### src/rtl/mod_n_counter.sv
// Parametrised modulo-N counter with enable, clamped parallel load, terminal count and wrap pulse.
// Define MOD_N_COUNTER_UPDOWN_EN to honour the up input; otherwise the counter is up-only.
module mod_n_counter #(
    parameter int MODULUS = 14,
    parameter int WIDTH   = $clog2(MODULUS)
) (
    input  logic             clk,
    input  logic             rst,
    input  logic             en,
    input  logic             load,
    input  logic [WIDTH-1:0] load_val,
    input  logic             up,
    output logic [WIDTH-1:0] q,
    output logic             tc,
    output logic             wrap,
    output logic             load_err
);

    localparam logic [WIDTH-1:0] MAX = WIDTH'(MODULUS - 1);

    logic [WIDTH-1:0] q_q, q_d;
    logic             wrap_q, wrap_d;
    logic             err_q, err_d;
    logic             dir_up;

`ifdef MOD_N_COUNTER_UPDOWN_EN
    assign dir_up = up;
`else
    logic unused_up;
    assign unused_up = up;
    assign dir_up    = 1'b1;
`endif

    always_comb begin
        q_d    = q_q;
        wrap_d = 1'b0;
        err_d  = 1'b0;
        if (load) begin
            // Out-of-range loads clamp to the top count rather than aliasing.
            if (load_val <= MAX) begin
                q_d = load_val;
            end else begin
                q_d   = MAX;
                err_d = 1'b1;
            end
        end else if (en) begin
            if (dir_up) begin
                if (q_q == MAX) begin
                    q_d    = '0;
                    wrap_d = 1'b1;
                end else begin
                    q_d = q_q + WIDTH'(1);
                end
            end
`ifdef MOD_N_COUNTER_UPDOWN_EN
            else begin
                if (q_q == '0) begin
                    q_d    = MAX;
                    wrap_d = 1'b1;
                end else begin
                    q_d = q_q - WIDTH'(1);
                end
            end
`endif
        end
    end

    always_ff @(posedge clk) begin
        if (rst) begin
            q_q    <= '0;
            wrap_q <= 1'b0;
            err_q  <= 1'b0;
        end else begin
            q_q    <= q_d;
            wrap_q <= wrap_d;
            err_q  <= err_d;
        end
    end

    // Combinational so a following digit can use it directly as its enable.
    assign tc       = en & (dir_up ? (q_q == MAX) : (q_q == '0));
    assign q        = q_q;
    assign wrap     = wrap_q;
    assign load_err = err_q;

endmodule

### config.mk
export PLATFORM = sky130hd
export DESIGN_NAME = mod_n_counter
export DESIGN_NICKNAME = d
export VERILOG_FILES = /design/src/rtl/mod_n_counter.sv
export SDC_FILE = /design/constraint.sdc
export NUM_CORES = 1
export LEC_CHECK = 0
export ABC_CLOCK_PERIOD_IN_PS = 1400
export CORE_AREA = 2 2 39 41
export CTS_CLUSTER_SIZE = 30
export DETAILED_ROUTE_END_ITERATION = 7
export DIE_AREA = 0 0 41 43
export DONT_BUFFER_PORTS = 1
export PLACE_DENSITY_LB_ADDON = 0.05
export SLEW_MARGIN = 20
export SYNTH_ARGS = -nofsm -noshare
export SYNTH_HDL_FRONTEND = slang
export SYNTH_SLANG_ARGS = --single-unit
### constraint.sdc
create_clock -name clk -period 1.4 [get_ports clk]
set_input_delay 0.21 -clock clk [delete_from_list [all_inputs] [get_ports clk]]
set_output_delay 0.21 -clock clk [all_outputs]
set_load 0.1 [all_outputs]
==> results of run 1 <==
[what timing repair did]
action	in CTS	in global routing
setup endpoints to repair	0	1
buffers inserted	0	1
hold buffers	1	0
endpoints found under the hold margin	1	0
[metrics by stage]
stage	hold WS, ns	instance area [um2]	util	setup WS [ns]
6_report	0.0212	440	0.318	0.0453
5_1_grt	0.0116	440	0.318	0.00768
4_1_cts	0.00747	433	0.313	0.00409
3_5_place_dp	0.272	397	0.287	0.237
3_3_place_gp	0.271	397	0.287	0.245
2_1_floorplan	0.269	312	-	-0.470
[logic make-up (layout without fill, tap and decap cells)]
group / count (synthesis) / after routing
AOI/OAI and AO/OA: 8 / 8
DFF: 6 / 6
buffers and inverters: 2 / 15
and+or+nand+nor: 15 / 15
[registers in the layout, summed over array words and instances (netlist names)]
signal	count
load_err	1
wrap	1
q	4
[path summary, 6_finish.rpt]
check / from / endpoint / slack, ns / depth (start not counted)
worst max-delay path: q[0] / tc / 0.05 / 3
worst min-delay path: rst / q[2] / 0.02 / 1
worst max register to register: q[0] / q[3] / 0.24 / 3
worst min register to register: q[3] / q[3] / 0.55 / 2
[placed cells by master, fill, tap and decap left out, drive strengths merged]
cell type    instances
buf                  8
dfxtp                6
nand2                4
clkbuf               4
nor2                 3
a311oi               3
a21oi                2
nand3                2
nor3b                2
inv                  2
nor3                 1
or2                  1
o21ai                1
nand4b               1
a211o                1
a221oi               1
or3b                 1
dlygate4sd3          1
[power breakdown]
part / internal (mW) / switching (mW) / total [mW] / leakage (nW)
sequential: 0.180 / 0.0159 / 0.196 / 0.0518
clock: 0.108 / 0.0700 / 0.178 / 0.0150
combinational: 0.0312 / 0.0879 / 0.119 / 0.0985
total: 0.319 / 0.174 / 0.493 / 0.165
[synthesized netlist by cell type, types with 2 or more instances]
master,n,area share
a21oi_1,2,0.037
nor3b_1,2,0.055
a311oi_1,2,0.064
nand3_1,2,0.037
dfxtp_1,6,0.44
nor2_1,3,0.041
nand2_1,4,0.055
[cell type report]
cell class	count	area, um2
Fill cell	145	943
Inverter	2	7.51
Timing Repair Buffer	9	82.6
Tap cell	16	20.0
Sequential cell	6	135
Multi-Input combinational cell	23	169
Clock buffer	4	26.3
[routing by layer]
metal	routed length (um)	track usage
met5	0	0
met4	6	0.0800
met3	71	0.0524
met2	313	0.109
met1	344	0.144
==> key figures, run 1 <==
Clocking
  • Clock slew seen by the registers of the worst setup and hold paths: 0.05 ns
  • H-tree Lvls: 1
  • TritonCTS clock tree: done
  • CTS root buf: clkbuf_4
  • CTS Buffer Depth: 2
  • Clock Sinks: 6
  • Clk_lat worst skew: between 0.2 and 0.3 ns
  • Post-CTS resize count: 0
  • CTS Buf Count: 3

Finish
  • Layout overhead on the synthesized area: 61.5%
  • ANT cells: 0
  • Finished Layout Cells: 60
  • Final nets: 54
  • Ratio of cells with drive above 1 in the final layout: 0.432

Die
  • Core Area: about 0.0014 mm2
  • Full die area: about 0.0018 mm2
  • Die Height: roughly 43 um
  • Placement row count: 14
  • Io pins: 16
  • Starting density of the core: 0.197
  • Die W: ~40 um

Synth
  • Number of distinct library cells after synthesis: 17
  • Mapped Avg Cell Area: between 8 and 9 um2
  • Mapped Cells: 31
  • Synth async-reset ratio: 0
  • Post-synthesis register bit count: 6
  • Mapped cell area: 273 um2
  • Post-synth top flop: dfxtp_1
  • Mapped Nets: 40
  • Register area share after synthesis: 0.440
  • Mux cell area share after synthesis: 0
  • Post-synthesis adder-cell area fraction: 0
  • Synth Area in Compound Gates: 0.239
  • Synth warn: 0
  • Post-Synth XOR/XNOR Area: 0
  • Synth Area in Simple Gates: 0.294
  • Post-synth EDFFs: 0
  • Main combinational cell family by area after synthesis: simple AND/OR/NAND/NOR gates

Worst setup path
  • Crit path cell chain: nand3_4, nor3b_4, buf_12
  • Top delay family on crit path: flip-flops
  • Buf+Inv Stages, Crit Path: 1
  • Startpoint Class: flop
  • Critical Path RT: about 1.2 ns
  • CP max stage delay: 0.37 ns
  • Crit path capture type: primary output
  • WS Path Type: reg2out
  • WP data arrival: between 1 and 1.5 ns
  • Critical Path Slowest Stage Cell: dfxtp_4
  • Crit path max fanout: 5

Drt
  • Routed len/inst: around 12 um
  • Detail Route Antenna Nets: 0
  • Vias/cell: roughly 4.6
  • DRT Pass-1 Iters: 2
  • DRT iter0 DRCs: 7
  • Total routed wirelength: ~740 um
  • Remaining DRCs: 0
  • Via count: approximately 280

Power and ir drop
  • Lkg Pwr: approximately 0.17 nW
  • Pwr Density: between 1000 and 1500 mW/mm2
  • Final total power: just under 500 uW
  • Peak VDD IR: 456 uV

Global routing
  • GRT overflow: 0
  • Initial antenna violation count: 0
  • Vias in the first global route: about 250
  • Largest net degree at the start of global routing: 8
  • GR Util All Layers: 0.102
  • First-pass GRT wire length: ~1100 um

Placement
  • Post-detail-place hpwl: between 500 and 600 um
  • IO buf count: 0
  • Inst Count DP: between 50 and 60
  • Global placer's final weighted congestion: between 0.7 and 0.8

STA
  • Tcrit/Tclk final: 0.968
  • Max-slew violations: 0
  • Max Clock Skew: between 0.006 and 0.007 ns
  • Final hold vios: 0
  • Max Freq: around 740 MHz
  • Final Setup Violations: 0
  • Least-Margin Pin Slew: approximately 0.28 ns
  • Slew headroom: 0.816
  • RSZ-0062 raised after global routing: false
  • Final Critical Period: about 1.4 ns
  • TNS Setup: 0 ns

Run
  • Max Cap Viol: 0

Hold path
  • Worst hold-check path type: in2reg

Run status
  • Status: completed
No activity file was read; power rests on OpenSTA's default activity.
==> run 2, diff against run 1 <==
--- a/config.mk
+++ b/config.mk
@@ -7,11 +7,12 @@
 export LEC_CHECK = 0
 export ABC_CLOCK_PERIOD_IN_PS = 1400
 export CORE_AREA = 2 2 39 41
-export CTS_CLUSTER_SIZE = 30
+export CTS_CLUSTER_SIZE = 24
 export DETAILED_ROUTE_END_ITERATION = 7
 export DIE_AREA = 0 0 41 43
 export DONT_BUFFER_PORTS = 1
 export PLACE_DENSITY_LB_ADDON = 0.05
+export SETUP_SLACK_MARGIN = 0.02
 export SLEW_MARGIN = 20
 export SYNTH_ARGS = -nofsm -noshare
 export SYNTH_HDL_FRONTEND = slang
==> key figures, run 2 (synthesis results as in run 1) <==
Clocking
  • TritonCTS clock tree: done (unchanged)
  • CTS Buf Count: 3 (unchanged)
  • CTS root buf: clkbuf_4 (unchanged)
  • Post-CTS resize count: 0 (unchanged)
  • Clk_lat worst skew: 0.25 ns (about the same)
  • CTS Buffer Depth: 2 (unchanged)
  • Clock slew seen by the registers of the worst setup and hold paths: 0.05 ns (about the same)
  • H-tree Lvls: 1 (unchanged)
  • Clock Sinks: 6 (unchanged)

Run status
  • Status: completed (unchanged)

Worst setup path
  • Startpoint Class: flop (unchanged)
  • Crit path capture type: primary output (unchanged)
  • WP data arrival: 1.15 ns (was 1.14 ns)
  • R2R Path End: q[1] (was q[3])
  • WS Path Type: reg2out (unchanged)
  • Crit path max fanout: 4 (was 5)
  • Reg2reg setup slack: 0.20 ns (was 0.24 ns)
  • Worst r2r src: q[0] (unchanged)
  • Critical Path RT: 1.19 ns (about the same)
  • FF-to-FF path depth: 4 (was 3)

Drt
  • Total routed wirelength: 754 um (was 736 um)
  • DRT iter0 DRCs: 6 (was 7)
  • Detail Route Antenna Nets: 0 (unchanged)
  • Via count: 293 (was 275)
  • Remaining DRCs: 0 (unchanged)
  • Vias/cell: 4.73 (was 4.58)
  • DRT Pass-1 Iters: 4 (was 2)
  • Routed len/inst: 12.2 um (was 12.3 um)

Global routing
  • Vias in the first global route: 251 (unchanged)
  • GR Util All Layers: 0.102 (unchanged)
  • Largest net degree at the start of global routing: 8 (unchanged)
  • First-pass GRT wire length: 1110 um (unchanged)
  • GRT overflow: 0 (unchanged)
  • Initial antenna violation count: 0 (unchanged)

Finish
  • Final nets: 56 (was 54)
  • Max reg flops: 4 (unchanged)
  • Ratio of cells with drive above 1 in the final layout: 0.457 (was 0.432)
  • ANT cells: 0 (unchanged)
  • Layout fillers: 143 (was 145)
  • Final core occ: 0.329 (was 0.318)
  • Most frequent cells in the layout: buf_4, nand2_1, dfxtp_4 (unchanged)
  • Finished Layout Cells: 62 (was 60)
  • Most common cell after layout, fill and taps aside: buf_4 (unchanged)
  • Layout overhead on the synthesized area: 67.0% (was 61.5%)

Placement
  • Global placer's final weighted congestion: 0.713 (unchanged)
  • IO buf count: 0 (unchanged)
  • Post-detail-place hpwl: 555 um (unchanged)
  • Inst Count DP: 54 (unchanged)

Hold path
  • Hold EP: q[2] (unchanged)
  • Hold path depth: 1 (unchanged)
  • Hold Startpoint: rst (unchanged)
  • Worst hold-check path type: in2reg (unchanged)

Power and ir drop
  • Final total power: 499 uW (was 493 uW)
  • Lkg Pwr: 0.176 nW (was 0.165 nW)
  • Peak VDD IR: 453 uV (was 456 uV)
  • Pwr Density: 1090 mW/mm2 (was 1120 mW/mm2)

STA
  • Max Clock Skew: 0.00555 ns (was 0.00635 ns)
  • Slew headroom: 0.816 (about the same)
  • Tcrit/Tclk final: 0.975 (was 0.968)
  • Final Setup Violations: 0 (unchanged)
  • Max Freq: 733 MHz (was 738 MHz)
  • Final Critical Period: 1.36 ns (was 1.35 ns)
  • Least-Margin Pin Slew: 0.279 ns (about the same)
  • Max-slew violations: 0 (unchanged)
  • Final hold vios: 0 (unchanged)
  • RSZ-0062 raised after global routing: true (was false)

Die
  • Full die area: 0.00176 mm2 (unchanged)
  • Die W: 41 um (unchanged)
  • Starting density of the core: 0.197 (unchanged)
  • Io pins: 16 (unchanged)
  • Core Area: 0.00138 mm2 (unchanged)
  • Placement row count: 14 (unchanged)
  • Die Height: 43 um (unchanged)

Run
  • Max Cap Viol: 0 (unchanged)
[run 2: worst max-delay path by stage]
stage | endpoint | start
final | tc | q[0]
after global placement | q[3] | q[0]
after detailed placement | q[3] | q[0]
after global routing | tc | q[0]
after CTS | tc | q[2]
after floorplan | wrap | q[0]
[run 2: metal layers]
layer	up-vias	GRT usage	share of wire
li1	150	-	-
met1	129	0.144	0.45
met2	12	0.109	0.44
met3	2	0.0524	0.10
met4	0	0.0800	0.0080
met5	-	0	0
[run 2: area by class of cell]
| type | instances | area (um2) | area share |
|---|---|---|---|
| Multi-Input combinational cell | 23 | 169 | 0.371 |
| Inverter | 2 | 7.51 | 0.0165 |
| Clock buffer | 4 | 26.3 | 0.0577 |
| Tap cell | 16 | 20.0 | 0.0440 |
| Timing Repair Buffer | 11 | 97.6 | 0.214 |
| Sequential cell | 6 | 135 | 0.297 |
[run 2: power by group]
group	switching, mW	total, mW	internal [mW]	leakage (nW)
Sequential	0.0143	0.194	0.180	0.0518
Clock	0.0692	0.178	0.108	0.0150
Combinational	0.0906	0.127	0.0364	0.109
[run 2: worst max-delay path, cell delays in order (launching register included)]
cell,delay [ns]
dfxtp_4,0.36
nand3_4,0.09
nor3b_4,0.25
buf_12,0.21
[run 2: timing repair]
action	in CTS	in global routing
pin swaps	1	1
hold buffers	1	0
setup endpoints to repair	1	1
setup buffers	0	3
endpoints found under the hold margin	1	0
[run 2: stage by stage]
| step | hold WS, ns | area, um2 | setup TNS, ns | worst slack [ns] |
|---|---|---|---|---|
| after global routing | 0.0116 | 455 | 0 | 0.00246 |
| after detailed placement | 0.272 | 397 | 0 | 0.237 |
| after floorplan | 0.269 | 312 | -0.828 | -0.470 |
| after global placement | 0.271 | 397 | 0 | 0.245 |
| after CTS | 0.00747 | 433 | 0 | 0.0222 |
| final | 0.0224 | 455 | 0 | 0.0351 |
==> run 3, diff against run 2 <==
--- a/config.mk
+++ b/config.mk
@@ -6,10 +6,9 @@
 export NUM_CORES = 1
 export LEC_CHECK = 0
 export ABC_CLOCK_PERIOD_IN_PS = 1400
-export CORE_AREA = 2 2 39 41
-export CTS_CLUSTER_SIZE = 24
+export CORE_AREA = 4 4 41 43
 export DETAILED_ROUTE_END_ITERATION = 7
-export DIE_AREA = 0 0 41 43
+export DIE_AREA = 0 0 45 47
 export DONT_BUFFER_PORTS = 1
 export PLACE_DENSITY_LB_ADDON = 0.05
 export SETUP_SLACK_MARGIN = 0.02
==> key figures, run 3 (synthesis results as in run 1) <==
Power and ir drop
  • Peak VDD IR: 316 uV (was 453 uV)
  • Final total power: 473 uW (was 499 uW)
  • Switch Pwr: 167 uW (was 174 uW)
  • Clk pwr share: 0.340 (was 0.356)
  • Switch share: 0.352 (was 0.349)
  • Sequential power share: 0.415 (was 0.389)
  • Cell Int Power: 306 uW (was 325 uW)
  • Lkg Pwr: 0.154 nW (was 0.176 nW)
  • Pwr Density: 1130 mW/mm2 (was 1090 mW/mm2)
  • Gate power share: 0.245 (was 0.255)

Drt
  • Highest routed layer: met4 (unchanged)
  • Total routed wirelength: 778 um (was 754 um)
  • Remaining DRCs: 0 (unchanged)
  • Met3 wire length: 78 um (was 77 um)
  • Detail Route Antenna Nets: 0 (unchanged)
  • Routed len/inst: 13.9 um (was 12.2 um)
  • DR WL met2: 340 um (was 334 um)
  • M1 WL: 334 um (was 336 um)
  • DRT iter0 DRCs: 4 (was 6)
  • DRT Pass-1 Iters: 4 (unchanged)
  • Vias/cell: 4.98 (was 4.73)
  • Via count: 279 (was 293)

Placement
  • Inst Count DP: 53 (was 54)
  • Placement Cell Area: 395 um2 (was 397 um2)
  • Global placer's final weighted congestion: 0.671 (was 0.713)
  • IO buf count: 0 (unchanged)
  • Post-detail-place hpwl: 621 um (was 555 um)

STA
  • Tcrit/Tclk final: 0.976 (was 0.975)
  • Slew headroom: 0.815 (was 0.816)
  • RSZ-0062 raised after global routing: true (unchanged)
  • Max-slew violations: 0 (unchanged)
  • Max Freq: 732 MHz (was 733 MHz)
  • Max Clock Skew: 0.00272 ns (was 0.00555 ns)
  • Least-Margin Pin Slew: 0.280 ns (was 0.279 ns)
  • Final Critical Period: 1.37 ns (was 1.36 ns)
  • Final hold vios: 0 (unchanged)
  • Final Setup Violations: 0 (unchanged)

Worst setup path
  • Reg2reg setup slack: 0.21 ns (was 0.20 ns)
  • Crit path capture type: primary output (unchanged)
  • WS Path Type: reg2out (unchanged)
  • Critical Path RT: 1.19 ns (about the same)
  • Startpoint Class: flop (unchanged)
  • WP data arrival: 1.16 ns (was 1.15 ns)
  • Crit path max fanout: 5 (was 4)

Finish
  • Layout fillers: 154 (was 143)
  • ANT cells: 0 (unchanged)
  • Finished Layout Cells: 56 (was 62)
  • Design area: 418 um2 (was 455 um2)
  • Final nets: 52 (was 56)
  • Layout overhead on the synthesized area: 53.2% (was 67.0%)
  • Most frequent cells in the layout: buf_4, nand2_1, dfxtp_4 (unchanged)
  • Max reg flops: 4 (unchanged)
  • Sequential cell area: 135 um2 (unchanged)
  • Ratio of cells with drive above 1 in the final layout: 0.439 (was 0.457)
  • Multi-input gate area: 169 um2 (unchanged)
  • Most common cell after layout, fill and taps aside: buf_4 (unchanged)

Run status
  • Status: completed (unchanged)

Die
  • Die Height: 47 um (was 43 um)
  • Full die area: 0.00212 mm2 (was 0.00176 mm2)
  • Io pins: 16 (unchanged)
  • Placement row count: 13 (was 14)
  • Starting density of the core: 0.210 (was 0.197)
  • Die W: 45 um (was 41 um)
  • Core Area: 0.00130 mm2 (was 0.00138 mm2)

Hold path
  • Worst hold-check path type: in2reg (unchanged)

Clocking
  • CTS Buf Count: 3 (unchanged)
  • CTS root buf: clkbuf_4 (unchanged)
  • Clk_lat worst skew: 0.24 ns (was 0.25 ns)
  • Clock slew seen by the registers of the worst setup and hold paths: 0.05 ns (about the same)
  • Clock Sinks: 6 (unchanged)
  • CTS hold repair buffers: 0 (was 1)
  • CTS Buffer Depth: 2 (unchanged)
  • TritonCTS clock tree: done (unchanged)
  • Post CTS Setup Buffer Count: 0 (unchanged)
  • H-tree Lvls: 1 (unchanged)

Global routing
  • First-pass GRT wire length: 1240 um (was 1110 um)
  • GRT overflow: 0 (unchanged)
  • GR Util All Layers: 0.0862 (was 0.102)
  • Initial antenna violation count: 0 (unchanged)
  • Largest net degree at the start of global routing: 8 (unchanged)
  • Vias in the first global route: 269 (was 251)

Run
  • Max Cap Viol: 0 (unchanged)
run 3: cell types whose count changed in the layout (fill, tap and decap cells not counted):
cell | before | now
buf_4 | 9 | 6
clkbuf_1 | 1 | 0
dlygate4sd3_1 | 1 | 0
run 3: final timing paths:
path              startpoint   end  cells after the start
setup / recovery        q[0]    tc                      3
hold / removal           rst  q[3]                      1
setup reg to reg        q[0]  q[3]                      3
hold reg to reg         q[3]  q[3]                      2
run 3: what timing repair did:
item | 4_1_cts | 5_1_grt
endpoints found under the setup margin | 1 | 1
gates resized for setup | 0 | 0
pin swaps | 1 | 0
gates cloned | 0 | 0
run 3: power by group through the flow:
stage                     Sequential, mW  Clock, mW  Combinational (mW)
final                              0.196      0.161               0.116
after global placement             0.199          0               0.117
after floorplan                    0.264          0              0.0290
after detailed placement           0.199          0               0.117
after CTS                          0.196      0.169               0.117
after global routing               0.199      0.178               0.121
run 3: layout make-up:
class                   instances  share of cell area
well taps                      15              0.0449
clock buffers                   3              0.0539
flip-flops and latches          6               0.323
multi-input cells              23               0.404
repair buffers                  7               0.156
inverters                       2              0.0180
run 3: layer usage:
layer	GRT usage	up-vias
met5	0	-
met4	0.0702	0
met3	0.0460	5
met2	0.107	10
met1	0.107	126
li1	-	138
run 3: through the flow:
step           utilization  TNS (ns)  setup WS [ns]  hold WS (ns)
6_report             0.321         0         0.0343        0.0170
3_3_place_gp         0.304         0          0.228         0.272
2_1_floorplan            -    -0.828         -0.470         0.269
4_1_cts              0.321         0         0.0219        0.0122
5_1_grt              0.321   -0.0154        -0.0154       0.00349
3_5_place_dp         0.304         0          0.216         0.272
run 3: critical path, stage by stage, from the launching register on:
cell	delay (ns)
dfxtp_4	0.37
nand3_4	0.09
nor3b_4	0.24
buf_12	0.21
